==> src/rtl/fixed_to_posit.sv <==
// Iterative signed fixed-point to posit<N,es> encoder.
// One leading-zero shift per cycle in NORM, then a single PACK cycle that builds, rounds and signs the word.
module fixed_to_posit #(
  parameter int N  = 16,
  parameter int es = 3,
  parameter int IW = 16,
  parameter int FW = 8
) (
  input  logic          clk,
  input  logic          rst,
  input  logic          start,
  input  logic [IW-1:0] in,
  output logic [N-1:0]  out,
  output logic          done,
  output logic          busy,
  output logic          zero,
  output logic [1:0]    dbg_state
);

  // Handshake: start is sampled only in IDLE; done is a one-cycle pulse that
  // coincides with the new out/zero values; busy spans acceptance through done.

  localparam int KW = $clog2(IW);
  localparam int EW = $clog2(IW) + es + 3;
  localparam int XW = N + es + IW;
  localparam logic signed [EW-1:0] SCALE0  = EW'(IW - 1 - FW);
  localparam logic [EW-1:0]        RUN_MAX = EW'(N - 3);
  localparam logic [N-1:0]         MAXPOS  = {1'b0, {(N-1){1'b1}}};
  localparam logic [N-1:0]         MINPOS  = N'(1);

  typedef enum logic [1:0] {
    S_IDLE = 2'd0,
    S_NORM = 2'd1,
    S_PACK = 2'd2
  } state_t;

  state_t        state_q, state_d;
  logic [IW-1:0] m_q, m_d;
  logic [KW-1:0] k_q, k_d;
  logic          s_q, s_d;
  logic          zflag_q, zflag_d;
  logic [N-1:0]  out_q, out_d;
  logic          done_q, done_d;
  logic          busy_q, busy_d;
  logic          zero_q, zero_d;

  logic [IW-1:0]          in_mag;
  logic signed [EW-1:0]   scale;
  logic signed [EW-1:0]   regime_r;
  logic [es-1:0]          exp_bits;
  logic                   rep;
  logic                   term;
  logic [EW-1:0]          run;
  logic [XW-1:0]          y;
  logic [XW-1:0]          cand;
  logic [N-2:0]           body;
  logic                   guard;
  logic                   sticky;
  logic                   round_up;
  logic [N-1:0]           body_r;
  logic                   sat_hi;
  logic [N-1:0]           mag_p;
  logic [N-1:0]           pack_out;

  // Magnitude of the most negative input is 2^(IW-1), which still fits unsigned.
  assign in_mag = in[IW-1] ? (~in + IW'(1)) : in;

  // Regime run is laid in front of {terminator, exponent, fraction} by a fill-shift.
  always_comb begin
    scale    = SCALE0 - $signed({{(EW-KW){1'b0}}, k_q});
    regime_r = scale >>> es;
    exp_bits = scale[es-1:0];
    rep      = ~regime_r[EW-1];
    term     = ~rep;
    run      = rep ? ($unsigned(regime_r) + EW'(1)) : $unsigned(-regime_r);
    y        = {term, exp_bits, m_q[IW-2:0], {N{1'b0}}};
    cand     = rep ? ~((~y) >> run) : (y >> run);
    body     = cand[XW-1 -: N-1];
    guard    = cand[XW-N];
    sticky   = |cand[XW-N-1:0];
    round_up = guard & (sticky | body[0]);
    body_r   = {1'b0, body} + {{(N-1){1'b0}}, round_up};
    sat_hi   = (rep && (run > RUN_MAX)) || body_r[N-1];
    if (sat_hi) begin
      mag_p = MAXPOS;
    end else if (body_r == '0) begin
      mag_p = MINPOS;
    end else begin
      mag_p = body_r;
    end
    pack_out = zflag_q ? '0 : (s_q ? (~mag_p + N'(1)) : mag_p);
  end

  always_comb begin
    state_d = state_q;
    m_d     = m_q;
    k_d     = k_q;
    s_d     = s_q;
    zflag_d = zflag_q;
    out_d   = out_q;
    done_d  = 1'b0;
    busy_d  = 1'b1;
    zero_d  = zero_q;
    case (state_q)
      S_IDLE: begin
        busy_d = start;
        if (start) begin
          s_d     = in[IW-1];
          m_d     = in_mag;
          k_d     = '0;
          zflag_d = (in == '0);
          state_d = S_NORM;
        end
      end
      S_NORM: begin
        if (m_q[IW-1] || zflag_q) begin
          state_d = S_PACK;
        end else begin
          m_d = m_q << 1;
          k_d = k_q + KW'(1);
        end
      end
      S_PACK: begin
        out_d   = pack_out;
        zero_d  = zflag_q;
        done_d  = 1'b1;
        state_d = S_IDLE;
      end
      default: begin
        busy_d  = 1'b0;
        state_d = S_IDLE;
      end
    endcase
  end

  always_ff @(posedge clk) begin
    if (rst) begin
      state_q <= S_IDLE;
      m_q     <= '0;
      k_q     <= '0;
      s_q     <= 1'b0;
      zflag_q <= 1'b0;
      out_q   <= '0;
      done_q  <= 1'b0;
      busy_q  <= 1'b0;
      zero_q  <= 1'b0;
    end else begin
      state_q <= state_d;
      m_q     <= m_d;
      k_q     <= k_d;
      s_q     <= s_d;
      zflag_q <= zflag_d;
      out_q   <= out_d;
      done_q  <= done_d;
      busy_q  <= busy_d;
      zero_q  <= zero_d;
    end
  end

  assign out       = out_q;
  assign done      = done_q;
  assign busy      = busy_q;
  assign zero      = zero_q;
  assign dbg_state = state_q;

endmodule
==> config.mk <==
export PLATFORM = sky130hd
export DESIGN_NAME = fixed_to_posit
export DESIGN_NICKNAME = d
export VERILOG_FILES = /design/src/rtl/fixed_to_posit.sv
export SDC_FILE = /design/constraint.sdc
export NUM_CORES = 1
export LEC_CHECK = 0
export ABC_AREA = 1
export CORE_UTILIZATION = 58
export CTS_CLUSTER_SIZE = 8
export DETAILED_ROUTE_END_ITERATION = 10
export DONT_BUFFER_PORTS = 1
export PLACE_DENSITY = 0.86
export SLEW_MARGIN = 20
export SYNTH_ARGS = -nofsm -noshare
export SYNTH_HDL_FRONTEND = slang
export SYNTH_SLANG_ARGS = --single-unit
export TNS_END_PERCENT = 30
==> constraint.sdc <==
create_clock -name clk -period 1.9 [get_ports clk]
set_clock_uncertainty 0.2 [all_clocks]
set_input_delay 0.38 -clock clk [delete_from_list [all_inputs] [get_ports clk]]
set_output_delay 0.38 -clock clk [all_outputs]
set_load 0.03 [all_outputs]
==> results.md <==
STA:
- Final hold analysis gives a worst-case slack of -64.7 ps.
- The slew at the pin closest to its max-slew limit is 363 ps.
- Static timing analysis puts the maximum clock frequency at 487 MHz.
- Setup repair after global routing could not meet its margin everywhere.
- After routing, the total negative slack on setup checks comes to -1140 ps.
- The post-route minimum period is 2050 ps.
- Measured against its own limit, the worst slew margin works out to 0.756.
- Dividing the final minimum period by the clock period gives 1.08.
- The number of endpoints with negative hold slack in the final report came to 23.
- Once routing completed, OpenROAD measured the worst setup slack at -153 ps.
- The total of endpoints with negative setup slack in the final report is 10.
- The final count of pins violating max slew was 0.

Route:
- The final layout contains routed wiring with a total length of 7980 um.
- The detailed-routing iteration count for the pre-antenna-repair pass is 6.
- The detailed router placed approximately 3200 vias in this run.
- The via density per instance is 5.83.
- The detail route stage leaves a number of antenna-violating nets equal to 0.
- The number of remaining DRC errors is 0.
- Dividing the detail-routed wire length by the instance count gives 14.7 um.
- The iteration-0 DRC count of the detailed router is about 320.

Floorplan:
- The floorplan step set the die height to 72.0 um.
- In this run the horizontal extent of the chip is about 72 um.
- The floorplan step defined a die boundary enclosing around 5200 um^2.
- Row generation in the floorplan step produced 25 rows.
- The core region is 4720 um^2.
- For this design the top-level I/O count stands at 40.
- The initial standard-cell utilization of the core is 0.602.

Clock network:
- For this design, the sink count on the clock tree is 43.
- TritonCTS built the clock tree.
- At the later pin of the worst-skew pair, clock insertion delay measures 300 ps.
- The H-tree level count is 2.
- CTS placed an instance of sky130_fd_sc_hd__clkbuf_8 at the clock tree root.
- The number of hold buffers added after CTS is 1.
- The number of buffers added by the clock tree synthesis step is 5.
- Clock-pin slew was measured on the worst setup and hold paths at 80 ps.
- The clock passes through at most 2 buffers.

Setup path:
- Following the worst setup path forward leads to its endpoint at out[4].
- Across all register-to-register paths, the minimum setup slack is -150 ps.
- The worst setup path is launched from a flop.
- The endpoint required time on the critical path is roughly 1900 ps.
- In this run the critical register-to-register path is captured at out[4].
- The signal arrival time at the worst endpoint is roughly 2100 ps.
- The critical path starts at m_q[4].
- Measured in cells, the most critical reg-to-reg path has a length of 12.
- By startpoint and endpoint, the worst setup path is classified as flop to flop.
- The biggest fanout along the worst timing path is 3.
- STA classifies the critical path endpoint as a flop.
- The startpoint of the most critical register-to-register path is m_q[4].

Synth:
- Synthesis produced a netlist with a net count of 468.
- The synthesized instance count is 440.
- Sorting the synthesized cells by area gives the leading types as sky130_fd_sc_hd__dfxtp_1 30%, sky130_fd_sc_hd__nand2_1 13%, sky130_fd_sc_hd__a21oi_1 9.3%.
- The count of flip-flops with a built-in enable after synthesis is 0.
- The share of synthesized area occupied by flip-flops and latches is 0.303.
- The share of synthesized flip-flops with an asynchronous set or reset is 0.
- Counting distinct cell types in the post-synthesis netlist gives 35.
- Summed over all instances, the cell type with the most area after synthesis is sky130_fd_sc_hd__dfxtp_1.
- The cell area that synthesis handed to floorplanning was 2850 um^2.
- The average cell area after synthesis is 6.47 um^2.
- In the synthesized netlist the dominant register cell turns out to be sky130_fd_sc_hd__dfxtp_1.
- The count of state elements after synthesis is 43.
- The total number of yosys warnings is 0.
- The share of the synthesized area in the top cell type is 0.303.

Power:
- For this design the static power due to leakage is around 1.5 nW.
- The maximum vdd ir drop is 1080 uV.
- The power density over cell area is ~1600 nW/um^2.

Run status:
- The flow ran to the end, but the final reports show violations.
- The checks that failed: hold timing, setup timing.

Finish:
- The number of diodes added for antenna fixing is 0.
- The fraction of final layout cells with drive strength greater than 1 is 0.277.
- The layout has between 300 and 400 filler cells.
- The area added between synthesis and finish is 23.3%.
- The final cell count without fillers is 544.
- The net count reported at finish is 505.
- The finished cells cover ~3500 um^2.

GRT:
- The first-pass GRT wire length is 12500 um.
- Across every metal layer, demand over resource in global routing totals 0.302.
- The number of antenna violations at the first check in global routing is 0.
- The total overflow left after global routing is 0.
- The via count of the first global-routing pass is roughly 3100.
- Entering global routing, the biggest net connects 27 pins.

Hold path:
- The worst hold path class is input pin to flop.

Placement:
- At the placement stage, the worst setup path has a slack of -168 ps.
- After detailed placement, the total cell area comes to 3160 um^2.
- The congestion estimate from routability-driven global placement came to 0.874.
- In this run, placement finished with an instance count of around 530.
- The number of input and output port buffers inserted is 0.
- The total half-perimeter wirelength after legalization and detailed placement is 5240 um.

Run:
- The number of maximum-capacitance violations is 0.
[layout make-up]
type | count | area (um^2) | area share
sequential | 43 | 878 | 0.250
clock buffer | 7 | 76.3 | 0.0218
inverter | 46 | 175 | 0.0499
tap | 67 | 83.8 | 0.0239
multi-input combinational | 336 | 1920 | 0.549
timing repair buffer | 45 | 369 | 0.105
[cells in the final DEF (no fill, tap or decap), drive strengths merged, types with 5 or more instances in the layout]
cell	count
nand4	7
a21oi	55
or2	5
ha	9
nor3	6
inv	44
nand3	41
buf	44
nand2	111
clkbuf	7
xor2	5
o21ai	40
nand3b	5
nor2	40
dfxtp	43
[how the worst min path moves through the flow]
stage	start	to	slack [ps]	depth (start not counted)
floorplan	m_q[0]	m_q[0]	250	2
global placement	rst	out[13]	250	1
detailed placement	rst	out[13]	250	1
CTS	rst	out[13]	-60	1
global route	rst	out[4]	-80	1
finish	rst	m_q[2]	-60	1
[cells by family (layout without fill, tap and decap cells)]
logic type,count (synthesis),in the layout,share of synthesized area
flops,43,43,0.303
fa+ha+maj,9,9,0.0396
buf+inv,62,98,0.0853
xor+xnor,8,8,0.0246
simple gates,217,218,0.359
compound gates,101,101,0.189
[worst max-delay path, cell delays in order, from the launching register on]
cell	delay, ps
sky130_fd_sc_hd__dfxtp_2	340
sky130_fd_sc_hd__nand2_4	80
sky130_fd_sc_hd__inv_4	40
sky130_fd_sc_hd__ha_4	160
sky130_fd_sc_hd__or2_4	240
sky130_fd_sc_hd__nand2_2	70
sky130_fd_sc_hd__nand4_1	140
sky130_fd_sc_hd__buf_4	170
sky130_fd_sc_hd__buf_4	120
sky130_fd_sc_hd__buf_4	120
sky130_fd_sc_hd__nand3_1	70
sky130_fd_sc_hd__nand3_1	110
sky130_fd_sc_hd__a21oi_2	130
[cell usage after synthesis, types with 5 or more instances]
cell                       number
sky130_fd_sc_hd__nand3b_1       5
sky130_fd_sc_hd__dfxtp_1       43
sky130_fd_sc_hd__nor2_1        32
sky130_fd_sc_hd__a21oi_1       53
sky130_fd_sc_hd__clkbuf_1      13
sky130_fd_sc_hd__nand2_1      100
sky130_fd_sc_hd__ha_1           9
sky130_fd_sc_hd__nor3_1         6
sky130_fd_sc_hd__o21ai_1        5
sky130_fd_sc_hd__o21ai_0       35
sky130_fd_sc_hd__inv_1         42
sky130_fd_sc_hd__nand2_2       11
sky130_fd_sc_hd__nand4_1        7
sky130_fd_sc_hd__nand3_1       38
sky130_fd_sc_hd__xor2_1         5
[power by group]
part / internal (mW) / switching [mW] / leakage (nW)
clock: 0.253 / 0.302 / 0.0383
sequential: 1.23 / 0.497 / 0.356
combinational: 1.42 / 1.93 / 1.13
[per-layer routing]
layer	track usage	up-vias	share of wire	routed length, um
li1	-	1530	-	-
met1	0.323	1487	0.39	3130
met2	0.556	127	0.51	4080
met3	0.0764	30	0.065	516
met4	0.139	0	0.031	248
met5	0	-	0	0
[stage by stage]
step | utilization | power (mW)
2_1_floorplan | - | 3.54
3_3_place_gp | 0.670 | 4.32
3_5_place_dp | 0.670 | 4.44
4_1_cts | 0.715 | 5.26
5_1_grt | 0.743 | 6.05
6_report | 0.743 | 5.64
[registers in the layout, indices dropped and copies added (netlist names)]
register,flops
m_q,16
out,16
k_q,4
dbg_state,2
busy,1
done,1
s_q,1
zero,1
zflag_q,1
[repair_timing]
item | in CTS | in global routing
pin swaps | 10 | 17
hold endpoints to repair | 24 | 23
buffers inserted | 8 | 2
gates cloned | 0 | 1
gates resized for setup | 21 | 37
endpoints found under the setup margin | 10 | 27
Note: power is estimated with default switching activity, not from simulation.
